File: src/rtl/sw_event_counter_pkg.sv
// Shared constants for the switch event counter: key bit positions and
// the active-low seven-segment glyph table.
package sw_event_counter_pkg;

   localparam int KEY_DIR  = 0;
   localparam int KEY_CAP  = 1;
   localparam int KEY_CLR  = 2;
   localparam int NUM_KEYS = 3;

   // Segment order is bit0=a .. bit6=g; a 0 lights the segment.
   localparam logic [6:0] SEG_TABLE [16] = '{
      7'h40, 7'h79, 7'h24, 7'h30, 7'h19, 7'h12, 7'h02, 7'h78,
      7'h00, 7'h10, 7'h08, 7'h03, 7'h46, 7'h21, 7'h06, 7'h0E
   };

endpackage

File: src/rtl/sw_event_counter_key_sync_edge.sv
// Per-bit synchronizer for active-low buttons, followed by a falling-edge
// detector that emits a one-cycle press pulse.
module key_sync_edge #(
   parameter int W           = 3,
   parameter int SYNC_STAGES = 2
) (
   input  logic         clk,
   input  logic         rst,
   input  logic [W-1:0] key_n,
   output logic [W-1:0] press
);

   logic [W-1:0] sync [SYNC_STAGES];
   logic [W-1:0] prev;

   // Reset to released (1) so a key held through reset still yields one press.
   always_ff @(posedge clk or posedge rst) begin
      if (rst) begin
         for (int s = 0; s < SYNC_STAGES; s++) begin
            sync[s] <= '1;
         end
         prev <= '1;
      end else begin
         sync[0] <= key_n;
         for (int s = 1; s < SYNC_STAGES; s++) begin
            sync[s] <= sync[s-1];
         end
         prev <= sync[SYNC_STAGES-1];
      end
   end

   assign press = prev & ~sync[SYNC_STAGES-1];

endmodule

File: src/rtl/sw_event_counter.sv
// Button-driven event counter: captures switches, counts up or down with
// wrap or saturation, and shows count and captured value on hex digits.
module sw_event_counter #(
   parameter int SW_W        = 10,
   parameter int CNT_W       = 8,
   parameter int DIGITS      = 4,
   parameter int SYNC_STAGES = 2,
   parameter int SATURATE    = 0
) (
   input  logic                clk100_i,
   input  logic                rst_i,
   input  logic [SW_W-1:0]     sw_i,
   input  logic [2:0]          key_i,
   output logic [SW_W-1:0]     ledr_o,
   output logic [CNT_W-1:0]    cnt_o,
   output logic                ovf_o,
   output logic [7*DIGITS-1:0] hex_o
);

   import sw_event_counter_pkg::*;

   localparam int HALF = DIGITS / 2;
   localparam int HW   = 4 * HALF;
   localparam logic [CNT_W-1:0] CNT_MAX = '1;

   logic [NUM_KEYS-1:0] press;
   logic [CNT_W-1:0]    count, count_next;
   logic [SW_W-1:0]     ledr, ledr_next;
   logic                ovf, ovf_next;
   logic                dir_down, dir_next;
   logic [2*HW-1:0]     disp;
   logic [7*DIGITS-1:0] hex, hex_next;

   key_sync_edge #(
      .W           (NUM_KEYS),
      .SYNC_STAGES (SYNC_STAGES)
   ) u_keys (
      .clk   (clk100_i),
      .rst   (rst_i),
      .key_n (key_i),
      .press (press)
   );

   // Clear outranks capture; a capture in the toggle cycle uses the old direction.
   always_comb begin
      count_next = count;
      ledr_next  = ledr;
      ovf_next   = ovf;
      dir_next   = dir_down ^ press[KEY_DIR];
      if (press[KEY_CLR]) begin
         count_next = '0;
         ledr_next  = '0;
         ovf_next   = 1'b0;
      end else if (press[KEY_CAP]) begin
         ledr_next = sw_i;
         if (!dir_down) begin
            if (count == CNT_MAX) begin
               ovf_next   = 1'b1;
               count_next = (SATURATE != 0) ? CNT_MAX : '0;
            end else begin
               count_next = count + CNT_W'(1);
            end
         end else begin
            if (count == '0) begin
               ovf_next   = 1'b1;
               count_next = (SATURATE != 0) ? '0 : CNT_MAX;
            end else begin
               count_next = count - CNT_W'(1);
            end
         end
      end else begin
         count_next = count;
      end
   end

   genvar b;
   for (b = 0; b < HW; b++) begin : g_disp
      if (b < CNT_W) begin : g_cnt
         assign disp[HW+b] = count[b];
      end else begin : g_cnt_pad
         assign disp[HW+b] = 1'b0;
      end
      if (b < SW_W) begin : g_sw
         assign disp[b] = ledr[b];
      end else begin : g_sw_pad
         assign disp[b] = 1'b0;
      end
   end

   always_comb begin
      hex_next = '0;
      for (int d = 0; d < DIGITS; d++) begin
         hex_next[7*d +: 7] = SEG_TABLE[disp[4*d +: 4]];
      end
   end

   always_ff @(posedge clk100_i or posedge rst_i) begin
      if (rst_i) begin
         count    <= '0;
         ledr     <= '0;
         ovf      <= 1'b0;
         dir_down <= 1'b0;
         hex      <= {DIGITS{SEG_TABLE[0]}};
      end else begin
         count    <= count_next;
         ledr     <= ledr_next;
         ovf      <= ovf_next;
         dir_down <= dir_next;
         hex      <= hex_next;
      end
   end

   assign cnt_o  = count;
   assign ledr_o = ledr;
   assign ovf_o  = ovf;
   assign hex_o  = hex;

endmodule

File: config.mk
export PLATFORM = sky130hd
export DESIGN_NAME = sw_event_counter
export DESIGN_NICKNAME = d
export VERILOG_FILES = /design/src/rtl/sw_event_counter_pkg.sv /design/src/rtl/sw_event_counter_key_sync_edge.sv /design/src/rtl/sw_event_counter.sv
export SDC_FILE = /design/constraint.sdc
export NUM_CORES = 1
export LEC_CHECK = 0
export ABC_AREA = 1
export BUFFER_PORTS_ARGS = -buffer_cell sky130_fd_sc_hd__buf_2
export CAP_MARGIN = 0
export CORE_MARGIN = 8
export CORE_UTILIZATION = 58
export CTS_BUF_LIST = sky130_fd_sc_hd__clkbuf_4 sky130_fd_sc_hd__clkbuf_8 sky130_fd_sc_hd__clkbuf_16
export DETAILED_ROUTE_END_ITERATION = 10
export PLACE_DENSITY = 0.84
export SKIP_LAST_GASP = 1
export SLEW_MARGIN = 10
export SYNTH_ARGS = -nofsm -noshare
export SYNTH_HDL_FRONTEND = slang
export SYNTH_SLANG_ARGS = --single-unit
File: constraint.sdc
create_clock -name clk100_i -period 2.7 [get_ports clk100_i]
set_input_delay 0.54 -clock clk100_i [delete_from_list [all_inputs] [get_ports clk100_i]]
set_output_delay 0.54 -clock clk100_i [all_outputs]
set_load 0.02 [all_outputs]
* Yosys cells after proc, flatten, opt, wreduce, memory -nomap -nowiden
Memories as Yosys holds them, arrays and structs flattened. A register that Yosys moved wholly into a read port is not among the register bits.
Cells that the tools add are included.
** Storage, ports and cells
- Register bits :: 29
- Latch bits :: 0
- Memory bits (writable) :: 0
- Bits in read-only memories :: 448
- Input bits :: 15
- Output and inout bits :: 47
- Word-level logic and storage cells :: 38
- Memories kept :: 4
** Memory list
- (no name shown) :: depth 16, bits a word 7, rd ports 1, clocked after memory_dff 1, wr ports 0, line sw_event_counter.sv:93 : hex_next[7*d +: 7] = SEG_TABLE[disp[4*d +: 4]];
- (no name shown) :: depth 16, bits a word 7, rd ports 1, clocked after memory_dff 1, wr ports 0, line sw_event_counter.sv:93
- (no name shown) :: depth 16, bits a word 7, rd ports 1, clocked after memory_dff 1, wr ports 0, line sw_event_counter.sv:93
- (no name shown) :: depth 16, bits a word 7, rd ports 1, clocked after memory_dff 1, wr ports 0, line sw_event_counter.sv:93
** Cells by class
- Add/sub/neg operators :: 2
- Multipliers :: 0
- Divide/modulo/power cells :: 0
- $lt $le $gt $ge :: 0
- Eq/ne operators :: 2
- Shifts and indexed selects :: 0
- Mux-type cells :: 12
- Bitwise logic cells :: 7
- Reduce and logical (&&, ||, !) cells :: 4
** Operators with widths (number)
- 2-to-1 mux 8 bit :: 5
- 2-to-1 mux 10 bit :: 2
- NOT 4 -> 5 bit :: 4
- adder 8 x 1 -> 8 bit (second input constant) :: 1
- == test 8 bit (second input constant) :: 1
- logical NOT 8 bit :: 1
- subtractor 8 x 1 -> 8 bit (second input constant) :: 1
- 2-to-1 mux 1 bit :: 5
- bitwise AND 3 bit :: 1
- != test 3 x 2 -> 1 bit (second input constant) :: 1
- NOT 3 bit :: 1
- AND reduction 3 bit :: 1
- nonzero test 3 bit :: 1
- nonzero test 2 bit :: 1
- XOR 1 bit :: 1

* Logic depth before layout (Yosys ltp)
- Depth in word-level cells :: 5
- Gate-level depth with buffers :: 10
- Gate-level depth less buffers :: 9

* Cells and area by module
From an unflattened synthesis, not the netlist that was laid out.
** Unflattened totals
- Cells, all modules :: 345
- Area, all modules :: 3061.7 sq um
** Modules (own cells, without submodules)
- sw_event_counter :: instances 1, cells an instance 329, area each 2791.4 sq um, sequential area each 1206.2 sq um
- key_sync_edge :: instances 1, cells an instance 16, area each 270.3 sq um, sequential area each 236.5 sq um

* Least setup slack after synthesis
No wires, ideal clock.
- Path kind :: register to register
- From :: register count[4], in the netlist cnt_o[4]
- To :: register count[1], in the netlist cnt_o[1]
- Setup time :: 0.128 ns
- Arrival time :: 1.474 ns
- Required time :: 2.572 ns
- Path slack :: 1.098 ns
- Stages on the path, launching flop included :: 9
- Buffers on the path :: 0
- Period minus slack after synthesis :: 1.602 ns
- Cell sequence :: dfrtp_1 inv_1 ha_1 nand4_2 nand2_1 inv_1 nand2_1 nand3_1 o21ai_0
** On the way
- Longest elaborated chain between the ends :: 5
- Elaborated cells between the ends (all ways) :: 7
- Those cells by class :: 1 x eq/ne; 5 x mux; 1 x reduce/logical
** RTL lines
- from (decl) :: line sw_event_counter.sv:27 : logic [CNT_W-1:0] count, count_next;
- from (signal assigned) :: line sw_event_counter.sv:105 : count <= count_next;
- == test 8 bit / logical NOT 8 bit (equally long branches) :: line sw_event_counter.sv:57, sw_event_counter.sv:64
- 2-to-1 mux 8 bit, on equally long branches :: line sw_event_counter.sv:57, sw_event_counter.sv:64
- 2-to-1 mux 8 bit (*) :: line sw_event_counter.sv:56 : if (!dir_down) begin
- 2-to-1 mux 8 bit (*) :: line sw_event_counter.sv:54 : end else if (press[KEY_CAP]) begin
- 2-to-1 mux 8 bit (*) :: line sw_event_counter.sv:50 : if (press[KEY_CLR]) begin
Mark *: on every way between the ends. The rest lies on a longest branch, timed or not. The select of a mux whose other input is x is not followed.
A chain may end at the register's enable or synchronous reset.

* Final worst setup path
- From :: register count[2], in the netlist cnt_o[2]
- To :: output port cnt_o[2]
** RTL lines
- to (decl) :: line sw_event_counter.sv:15 : output logic [CNT_W-1:0] cnt_o,
No word-level cell between the ends.

==> metrics.cfg <==
[floorplan]
coreArea_um2 = 5042
dieArea_um2 = 7702
start_util = 0.5923
die_w_um = 87.76
die_h_um = 87.76
io_pins = 62
row_count = 26

[logic_synthesis]
syn_avg_cell_area_um2 = 8.758
synth-edff-count = 0
yosysWarningCount = 0
ys_types = 34
ys_seq_area_frac = 0.4830
synth_common_cells = nand2_1, dfrtp_1, inv_1
synth_top_cell_by_area = dfrtp_1
ys_async_sr_fraction = 1.000
syn_area_um2 = 2987
ys_seq_elements = 57
syn-num-nets = 380
yosys-top-cells-area = dfrtp_1, dfstp_2, ha_1
synthFlopType = dfrtp_1
yosys.area.top_type_share = 0.3687
yosysMostFrequentCell = nand2_1
synth_cells = 341

[sta]
finalSetupViolCount = 0
period_needed_ns = 1.902
slew_viol_final = 0
hold_violations = 0
fin_crit_sh = 0.7043
max_freq_mhz = 525.9
relSlewSlack = 0.3733
worst_slew_pin_slew_ns = 0.9365
clock-skew-final_ns = 0.01192
grt_setup_unrepaired = false
setup_tns_ns = 0

[worst_setup_path]
crit_required_ns = 2.16
end_kind = output pin
path_class = reg -> out
cpMaxStageDelayCell = dfrtp_1
critPathTopFamily = flip-flops
crit_chain = buf_2
cp_data_arrival_time_ns = 1.36
worstSetupStartpointType = flip-flop
cp_max_fo = 18
path_buf_inv = 1
critPathMaxStageDelay_ns = 0.72

[clocking]
path_clk_slew_ns = 0.07
post-cts-setup-buffers = 0
clk_latency_ns = 0.36
cts-resized-gates = 0
clock_path_buffers = 2
cts_buffers = 9
postCtsHoldBufs = 0
numClockSinks = 57
cts_htree_levels = 3
cts_root_buffer = clkbuf_8
cts_tree = built

[layout]
fin_cells = 478
diodes = 0
area_delta_synth_final_pct = 17.89
nets = 442
layout-drive-gt1-share = 0.2574

[hold_path]
min_path_type = in -> reg

[placement]
gp_congestion = 0.9021
io_buffers = 61
dpl.hpwl_um = 4705
dp_cells = 462

[outcome]
status = completed

[power]
p_leak_nw = 1.822
p_sw_w = 0.001531
intPower_w = 0.002033
peakVddDrop_mv = 0.5568
clockPowerShare = 0.218
seqPwrFrac = 0.372
powerDensity_nw_per_um2 = 1012
p_comb_frac = 0.409
switching_share = 0.4295

[grt]
grt_max_degree = 58
overflow = 0
antenna_found_initial = 0
grt_pass1_vias = 2535
track_usage = 0.1903
grt_pass1_wl_um = 11340

[route]
drt-initial-drc-count = 231
drc = 0
drt_pre_antenna_iters = 4
routed_wl_um = 6773
wl_per_cell_um = 14.17
antenna_left = 0
detail_route.vias_per_cell = 5.404
vias = 2583

[run]
drv_cap = 0

[state kept, by name, summed over array words and instances, names as in the netlist]
register     count
hex_o           28
ledr_o          10
cnt_o            8
u_keys.sync      6
u_keys.prev      3
dir_down         1
ovf_o            1
[layout by cell type (no fill, tap or decap), types with 4 or more instances in the layout]
master,synthesis,layout
nand2_1,75,75
buf_2,6,61
dfrtp_1,44,44
inv_1,36,35
o21ai_0,32,32
nand3_1,28,28
ha_1,24,24
nor2_1,20,20
a21oi_1,19,19
dfstp_2,13,13
clkbuf_8,0,12
o211ai_1,5,5
nor2_2,4,4
nand4_1,4,4
clkbuf_4,0,4
[worst paths after layout]
check,depth (start not counted),startpoint,endpoint,slack [ns]
max,1,cnt_o[2],cnt_o[2],0.80
min,1,key_i[0],u_keys.sync[3],0.29
max reg2reg,8,cnt_o[5],cnt_o[1],0.90
min reg2reg,0,u_keys.sync[4],u_keys.sync[1],0.35
max in group asynchronous,3,rst_i,cnt_o[1],1.87
min in group asynchronous,3,rst_i,ovf_o,0.35
[power groups by stage]
stage                     combinational [W]  clock, W  sequential (W)
after floorplan                    0.000900         0         0.00149
after global placement              0.00142         0         0.00133
after detailed placement            0.00145         0         0.00134
after CTS                           0.00146  0.000789         0.00132
after global routing                0.00162  0.000819         0.00137
final                               0.00146  0.000778         0.00133
[layer usage]
metal  up-vias  routed length (um)  global-route usage
li1       1242                   -                   -
met2        92                3209              0.3078
met1      1225                2837              0.2151
met4         0                 222              0.1344
met3        24                 504             0.04784
met5         -                   0                   0
[stage by stage]
stage / total power (W) / area, um^2 / hold WS [ns] / setup slack (ns) / util
after global placement: 0.002748 / 3326 / 0.3459 / 0.9497 / 0.6596
after CTS: 0.003572 / 3521 / 0.2806 / 0.7949 / 0.6983
after floorplan: 0.002386 / 2987 / 0.3452 / 0.7819 / -
after detailed placement: 0.002783 / 3326 / 0.3473 / 0.9100 / 0.6596
after global routing: 0.003812 / 3521 / 0.2878 / 0.7221 / 0.6983
final: 0.003564 / 3521 / 0.2867 / 0.7984 / 0.6983
[logic make-up (layout without fill, tap and decap cells)]
kind of cell | after synthesis | in the layout | synth area share
flip-flops | 57 | 57 | 0.4830
buffers and inverters | 50 | 117 | 0.06954
AO/OA/AOI/OAI | 69 | 69 | 0.1316
adder cells (fa/ha/maj) | 24 | 24 | 0.1005
XOR/XNOR | 3 | 3 | 0.008799
AND/OR/NAND/NOR | 138 | 138 | 0.2065
[cell type report]
type,count,area (um^2)
well taps,70,87.58
fillers,393,1521
multi-input cells,234,1336
repair buffers,62,312.8
inverters,39,146.4
flip-flops and latches,57,1443
clock buffers,16,195.2
No activity file was read; power rests on OpenSTA's default activity.
